$ cat config.mk
export PLATFORM = sky130hd
export DESIGN_NAME = tm1637_responder
export DESIGN_NICKNAME = d
export VERILOG_FILES = /design/src/rtl/tm1637_pkg.sv /design/src/rtl/tm1637_sync_edge.sv /design/src/rtl/tm1637_responder.sv
export SDC_FILE = /design/constraint.sdc
export NUM_CORES = 1
export LEC_CHECK = 0
export ABC_CLOCK_PERIOD_IN_PS = 2700
export CAP_MARGIN = 40
export CELL_PAD_IN_SITES_DETAIL_PLACEMENT = 1
export CELL_PAD_IN_SITES_GLOBAL_PLACEMENT = 2
export CORE_UTILIZATION = 41
export DETAILED_ROUTE_END_ITERATION = 8
export PLACE_DENSITY = 0.91
export SETUP_SLACK_MARGIN = 0.1
export SKIP_LAST_GASP = 1
export SLEW_MARGIN = 40
export SYNTH_ARGS = -nofsm -noshare
export SYNTH_HDL_FRONTEND = slang
export SYNTH_HIERARCHICAL = 1
export SYNTH_SLANG_ARGS = --single-unit
$ cat constraint.sdc
create_clock -name clk_50M -period 2.7 [get_ports clk_50M]
set_input_delay 0.405 -clock clk_50M [delete_from_list [all_inputs] [get_ports clk_50M]]
set_output_delay 0.405 -clock clk_50M [all_outputs]
set_load 0.03 [all_outputs]
$ cat src/rtl/tm1637_pkg.sv
// tm1637_pkg: command constants, RAM depth and FSM state type for the TM1637 responder
package tm1637_pkg;
  localparam logic [1:0] CMD_DATA = 2'b01;
  localparam logic [1:0] CMD_DISP = 2'b10;
  localparam logic [1:0] CMD_ADDR = 2'b11;
  localparam int FIXED_BIT = 2;
  localparam logic [1:0] WR_CODE = 2'b00;
  localparam logic [1:0] RD_CODE = 2'b10;
  localparam int RAM_DEPTH = 6;
  typedef enum logic [2:0] {IDLE, CMD, ACK, DATA, KEYS, WAIT_STOP} state_t;
endpackage

$ cat src/rtl/tm1637_sync_edge.sv
// tm1637_sync_edge: two-flop synchronizer followed by an edge register with rise/fall detect
module tm1637_sync_edge #(
  parameter logic RST = 1'b1
) (
  input  logic clk_50M,
  input  logic rst_n,
  input  logic d,
  output logic q,
  output logic rise,
  output logic fall
);
  logic s1, prev;
  always_ff @(posedge clk_50M or negedge rst_n)
    if (!rst_n) {s1, q, prev} <= {3{RST}};
    else {s1, q, prev} <= {d, s1, q};
  assign rise = q && !prev;
  assign fall = !q && prev;
endmodule

$ cat src/rtl/tm1637_responder.sv
// tm1637_responder: TM1637 bus responder with 6-byte display RAM; define TM1637_RESP_KEYSCAN_EN for the key-read command
module tm1637_responder
  import tm1637_pkg::*;
#(
  parameter int MIN_HALF = 8
) (
  input  logic       clk_50M,
  input  logic       rst_n,
  input  logic       tm_clk,
  input  logic       tm_dio_in,
  output logic       dio_oe,
  input  logic [2:0] rd_addr,
  output logic [7:0] rd_data,
  output logic       disp_on,
  output logic [2:0] brightness,
  output logic       frame_done,
  output logic       err,
  input  logic [7:0] keys
);
  if (MIN_HALF < 4) begin : g_min_half
    $error("MIN_HALF too short to keep DIO stable around CLK rising edges");
  end
  logic clk_s, clk_r, clk_f, dio_s, dio_r, dio_f;
  tm1637_sync_edge u_clk (.clk_50M, .rst_n, .d(tm_clk), .q(clk_s), .rise(clk_r), .fall(clk_f));
  tm1637_sync_edge u_dio (.clk_50M, .rst_n, .d(tm_dio_in), .q(dio_s), .rise(dio_r), .fall(dio_f));
  state_t state, state_n, ret, cmd_ret;
  logic [7:0] sr, byte_in;
  logic [7:0] ram [RAM_DEPTH];
  logic [2:0] cnt, ptr, kcnt;
  logic fixed, ack_on, wrote, disp_pend;
  logic start, stop, rx, bit_done, is_wr, is_rd, cmd_bad, ptr_ok, key_drv;
`ifdef TM1637_RESP_KEYSCAN_EN
  assign is_rd = byte_in[7:6] == CMD_DATA && byte_in[1:0] == RD_CODE;
  assign key_drv = !keys[kcnt];
`else
  logic unused_keys;
  assign unused_keys = ^keys;
  assign is_rd = 1'b0;
  assign key_drv = 1'b0;
`endif
  always_comb begin
    start = dio_f && clk_s;
    stop = dio_r && clk_s;
    rx = state == CMD || state == DATA || state == WAIT_STOP;
    bit_done = clk_r && rx && cnt == 3'd7 && !start && !stop;
    byte_in = {dio_s, sr[7:1]};
    is_wr = byte_in[7:6] == CMD_DATA && byte_in[1:0] == WR_CODE;
    cmd_bad = !(is_wr || is_rd || byte_in[7:6] == CMD_ADDR || byte_in[7:6] == CMD_DISP);
    cmd_ret = byte_in[7:6] == CMD_ADDR ? DATA : is_rd ? KEYS : WAIT_STOP;
    ptr_ok = ptr < 3'(RAM_DEPTH);
  end
  // STOP outranks START; ACK leaves on its second falling edge
  always_comb begin
    state_n = stop ? IDLE
            : start ? CMD
            : bit_done ? ACK
            : (state == ACK && clk_f && ack_on) ? ret
            : (state == KEYS && clk_f && kcnt == 3'd0) ? WAIT_STOP
            : state;
  end
  always_ff @(posedge clk_50M or negedge rst_n)
    if (!rst_n) state <= IDLE;
    else state <= state_n;
  always_ff @(posedge clk_50M or negedge rst_n)
    if (!rst_n) begin
      ret <= IDLE;
      sr <= '0;
      ram <= '{default: 8'h00};
      cnt <= '0;
      ptr <= '0;
      kcnt <= '0;
      fixed <= 1'b0;
      ack_on <= 1'b0;
      wrote <= 1'b0;
      disp_pend <= 1'b0;
      dio_oe <= 1'b0;
      disp_on <= 1'b0;
      brightness <= '0;
      frame_done <= 1'b0;
      err <= 1'b0;
    end else begin
      frame_done <= stop && wrote;
      err <= bit_done && (state == CMD ? cmd_bad : state == DATA && !ptr_ok);
      if (stop) begin
        dio_oe <= 1'b0;
        ack_on <= 1'b0;
      end else if (start) begin
        cnt <= '0;
        kcnt <= '0;
        dio_oe <= 1'b0;
        ack_on <= 1'b0;
        wrote <= 1'b0;
        disp_pend <= 1'b0;
      end else if (clk_r && rx) begin
        sr <= byte_in;
        cnt <= cnt + 3'd1;
        if (bit_done) begin
          ret <= state == CMD ? cmd_ret : state;
          disp_pend <= state == CMD && byte_in[7:6] == CMD_DISP;
          if (state == CMD && byte_in[7:6] == CMD_ADDR) ptr <= byte_in[2:0];
          if (state == CMD && is_wr) fixed <= byte_in[FIXED_BIT];
          if (state == DATA) begin
            if (ptr_ok) begin
              ram[ptr] <= byte_in;
              wrote <= 1'b1;
            end
            if (!fixed) ptr <= ptr + 3'd1;
          end
        end
      end else if (clk_f && state == ACK) begin
        ack_on <= !ack_on;
        dio_oe <= !ack_on || (ret == KEYS && key_drv);
        if (ack_on && ret == KEYS) kcnt <= kcnt + 3'd1;
        if (ack_on && disp_pend) {disp_on, brightness} <= sr[3:0];
      end else if (clk_f && state == KEYS) begin
        dio_oe <= kcnt != 3'd0 && key_drv;
        kcnt <= kcnt + 3'd1;
      end
    end
  assign rd_data = rd_addr < 3'(RAM_DEPTH) ? ram[rd_addr] : 8'h00;
endmodule

==> qor.yml <==
synth-simple-area-share_pct: 10.12
leakage_nw: 2.214
multiInputGateArea_um2: 1797
cp-end-kind: "output pin"
antenna_found_initial: 0
hold_ws_ns: -0.001672
seq_area_um2: 2210
rsz0062_at_grt: "no"
gr-total-overflow: 0
first_pass_iters: 4
setup_viol: 0
synth_area_leaders: "dfrtp_1, mux2_2, mux4_2"
timing.rr.end: "ram[19]$_DFFE_PN0P_"
dr_total_vias: 2718
violations: "negative hold slack"
status: "finished, violations left"
hpwl_um: 6479
ys_warn_count: 6
p_seq_share_pct: 57.1
path_clk_slew_ns: 0.10
wirelength_um: 9369
path_class: "in -> out"
power_frac_clock_pct: 32.5
postPlaceCellArea_um2: 4632
final_max_slew_viol_count: 0
avgRoutedWirePerCell_um: 18.85
reg2reg_slack_ns: 0.25
cts_tree: "yes"
grt_max_degree: 50
yosysTopAreaCellShare_pct: 49.71
cts_max_path_buffers: 2
synth_top_family_by_area: "multiplexers"
required_ns: 2.30
die-area_um2: 10470
start_util_pct: 42.23
synth_common_cells: "dfrtp_1, mux2_2, inv_1"
timing.rr.start: "u_clk/q$_DFF_PN1_"
ir_worst_vdd_mv: 0.3467
diodes: 0
htree_levels: 3
final_cell_area_um2: 4802
num_rows: 36
synth_async_sr_flop_share_pct: 100.0
numCtsBuffers: 9
gp_congestion: 0.7823
crit_fanout: 13
p_sw_uw: 822.9
synth_compound_area_share_pct: 7.699
cts_sinks: 88
synth-main-ff-cell: "dfrtp_1"
synth_nets: 342
synth_area_um2: 4128
max_slew.worst_pin.slew_ns: 0.6002
dieWidth_um: 102.3
fin_crit_ns: 2.524
clk_latency_ns: 0.37
switching_share_pct: 30.06
min_period_over_period_pct: 93.48
fmaxAchievable_mhz: 396.2
grt_pass1_wl_um: 15410
antenna_left: 0
startpoint_type: "input pin"
synthXorXnorAreaFrac_pct: 0.2122
ys_ff_latch: 88
synth_most_common_cell: "dfrtp_1"
syn_to_final_growth_pct: 16.34
powerDensity_nw_per_um2: 570.0
max-slew-margin-rel_pct: 59.90
maxCapViolCount: 0
nets: 379
synth_cell_types: 54
synth_mux_area_share_pct: 23.98
combPwrFrac_pct: 10.5
hp-class: "in -> async"
drc: 0
final.fill_count: 1021
synthCells: 322
core_um2: 9774
hold_viol: 1
drt_iter0_markers: 113
grt.total_usage_pct: 19.98
ioPinCount: 30
dp_slack_ns: -0.09942
fin_total_pwr_mw: 2.737
syn_avg_cell_area_um2: 12.82
p_int_mw: 1.914
synth_top_area_cell: "dfrtp_1"
clockRootBuffer: "clkbuf_8"
synth_enable_flop_cells: 0
reg2reg_depth: 6
grt_pass1_vias: 2951
io_buffers: 21
arrival_ns: 2.12
drive_gt1_share_pct: 34.62
synth_fa_ha_area_share_pct: 1.516
viasPerCell: 5.469
cts_setup_buffers: 0
ys_seq_area_share_pct: 53.53
worst_slack_ns: 0.1760
die_h_um: 102.3
fin_skew_ns: 0.01203
[worst max-delay path by stage]
stage / startpoint / end / slack (ns)
after floorplan: u_dio/q$_DFF_PN1_ / ram[0]$_DFFE_PN0P_ / 0.24
after global placement: rd_addr[0] / rd_data[7] / -0.07
after detailed placement: rd_addr[0] / rd_data[7] / -0.1
after CTS: rd_addr[0] / rd_data[7] / 0.12
after global routing: rd_addr[0] / rd_data[0] / 0.10
final: rd_addr[0] / rd_data[0] / 0.18
[logic make-up (layout without fill, tap and decap cells)]
logic type,count (synthesis),after routing
buffers and inverters,31,73
muxes,81,81
adders and majority gates,5,5
xor gates and xnor gates,1,1
DFF,88,88
and+or+nand+nor,70,70
AOI/OAI and AO/OA,46,46
[power by group through the flow]
stage	Combinational, mW	Sequential, mW	Clock (mW)
finish	0.286	1.56	0.888
CTS	0.295	1.56	0.924
global placement	0.274	1.57	0
floorplan	0.238	1.49	0
global route	0.325	1.58	0.972
detailed placement	0.292	1.59	0
[sequential cells by signal (all words and copies together) (netlist names), 3 cells and up]
name	flops
brightness	3
cnt	3
kcnt	3
ptr	3
ram	48
ret	3
sr	8
state	3
[metrics by stage]
step | cells | util [%] | TNS (ns)
2_1_floorplan | 322 | - | 0
4_1_cts | 497 | 49.31 | 0
5_1_grt | 497 | 49.13 | 0
3_3_place_gp | 481 | 47.39 | -0.3655
6_report | 497 | 49.13 | 0
3_5_place_dp | 481 | 47.39 | -0.6913
[layer usage]
| layer | GRT usage (%) | vias to the layer above | wire length, um |
|---|---|---|---|
| met4 | 6.484 | 0 | 59 |
| met3 | 3.557 | 6 | 232 |
| met1 | 26.20 | 1409 | 4322 |
| li1 | - | 1260 | - |
| met5 | 0 | - | 0 |
| met2 | 33.66 | 43 | 4754 |
[cells in the final DEF (no fill, tap or decap), drive strengths merged, types with 6 or more instances in the layout]
master,synthesis,routed
dfrtp,82,82
mux2,63,63
buf,4,22
inv,15,18
nand2,14,14
nor2,14,14
clkbuf,12,14
clkdlybuf4s50,0,12
mux2i,10,10
mux4,8,8
o22ai,8,8
o21ai,8,8
nand2b,6,6
nand4,6,6
dfstp,6,6
nor4,6,6
[what timing repair did]
action / in CTS / in global routing
setup endpoints to repair: 8 / 6
endpoints found under the hold margin: 0 / 0
cloned: 0 / 0
resized for setup: 8 / 11
hold buffers: 0 / 0
[layout make-up]
type,instances,area share (%)
sequential,88,46.01
multi-input combinational,203,37.42
timing repair buffer,42,7.817
tap,133,3.465
clock buffer,9,2.579
clock inverter,7,1.537
inverter,15,1.172
[worst max-delay path: stages]
cell and delay (ns):
clkdlybuf4s50_1 0.51, buf_12 0.18, mux4_2 0.50, inv_1 0.08, o22ai_1 0.09, clkdlybuf4s15_1 0.35
Note: power is estimated with default switching activity, not from simulation.
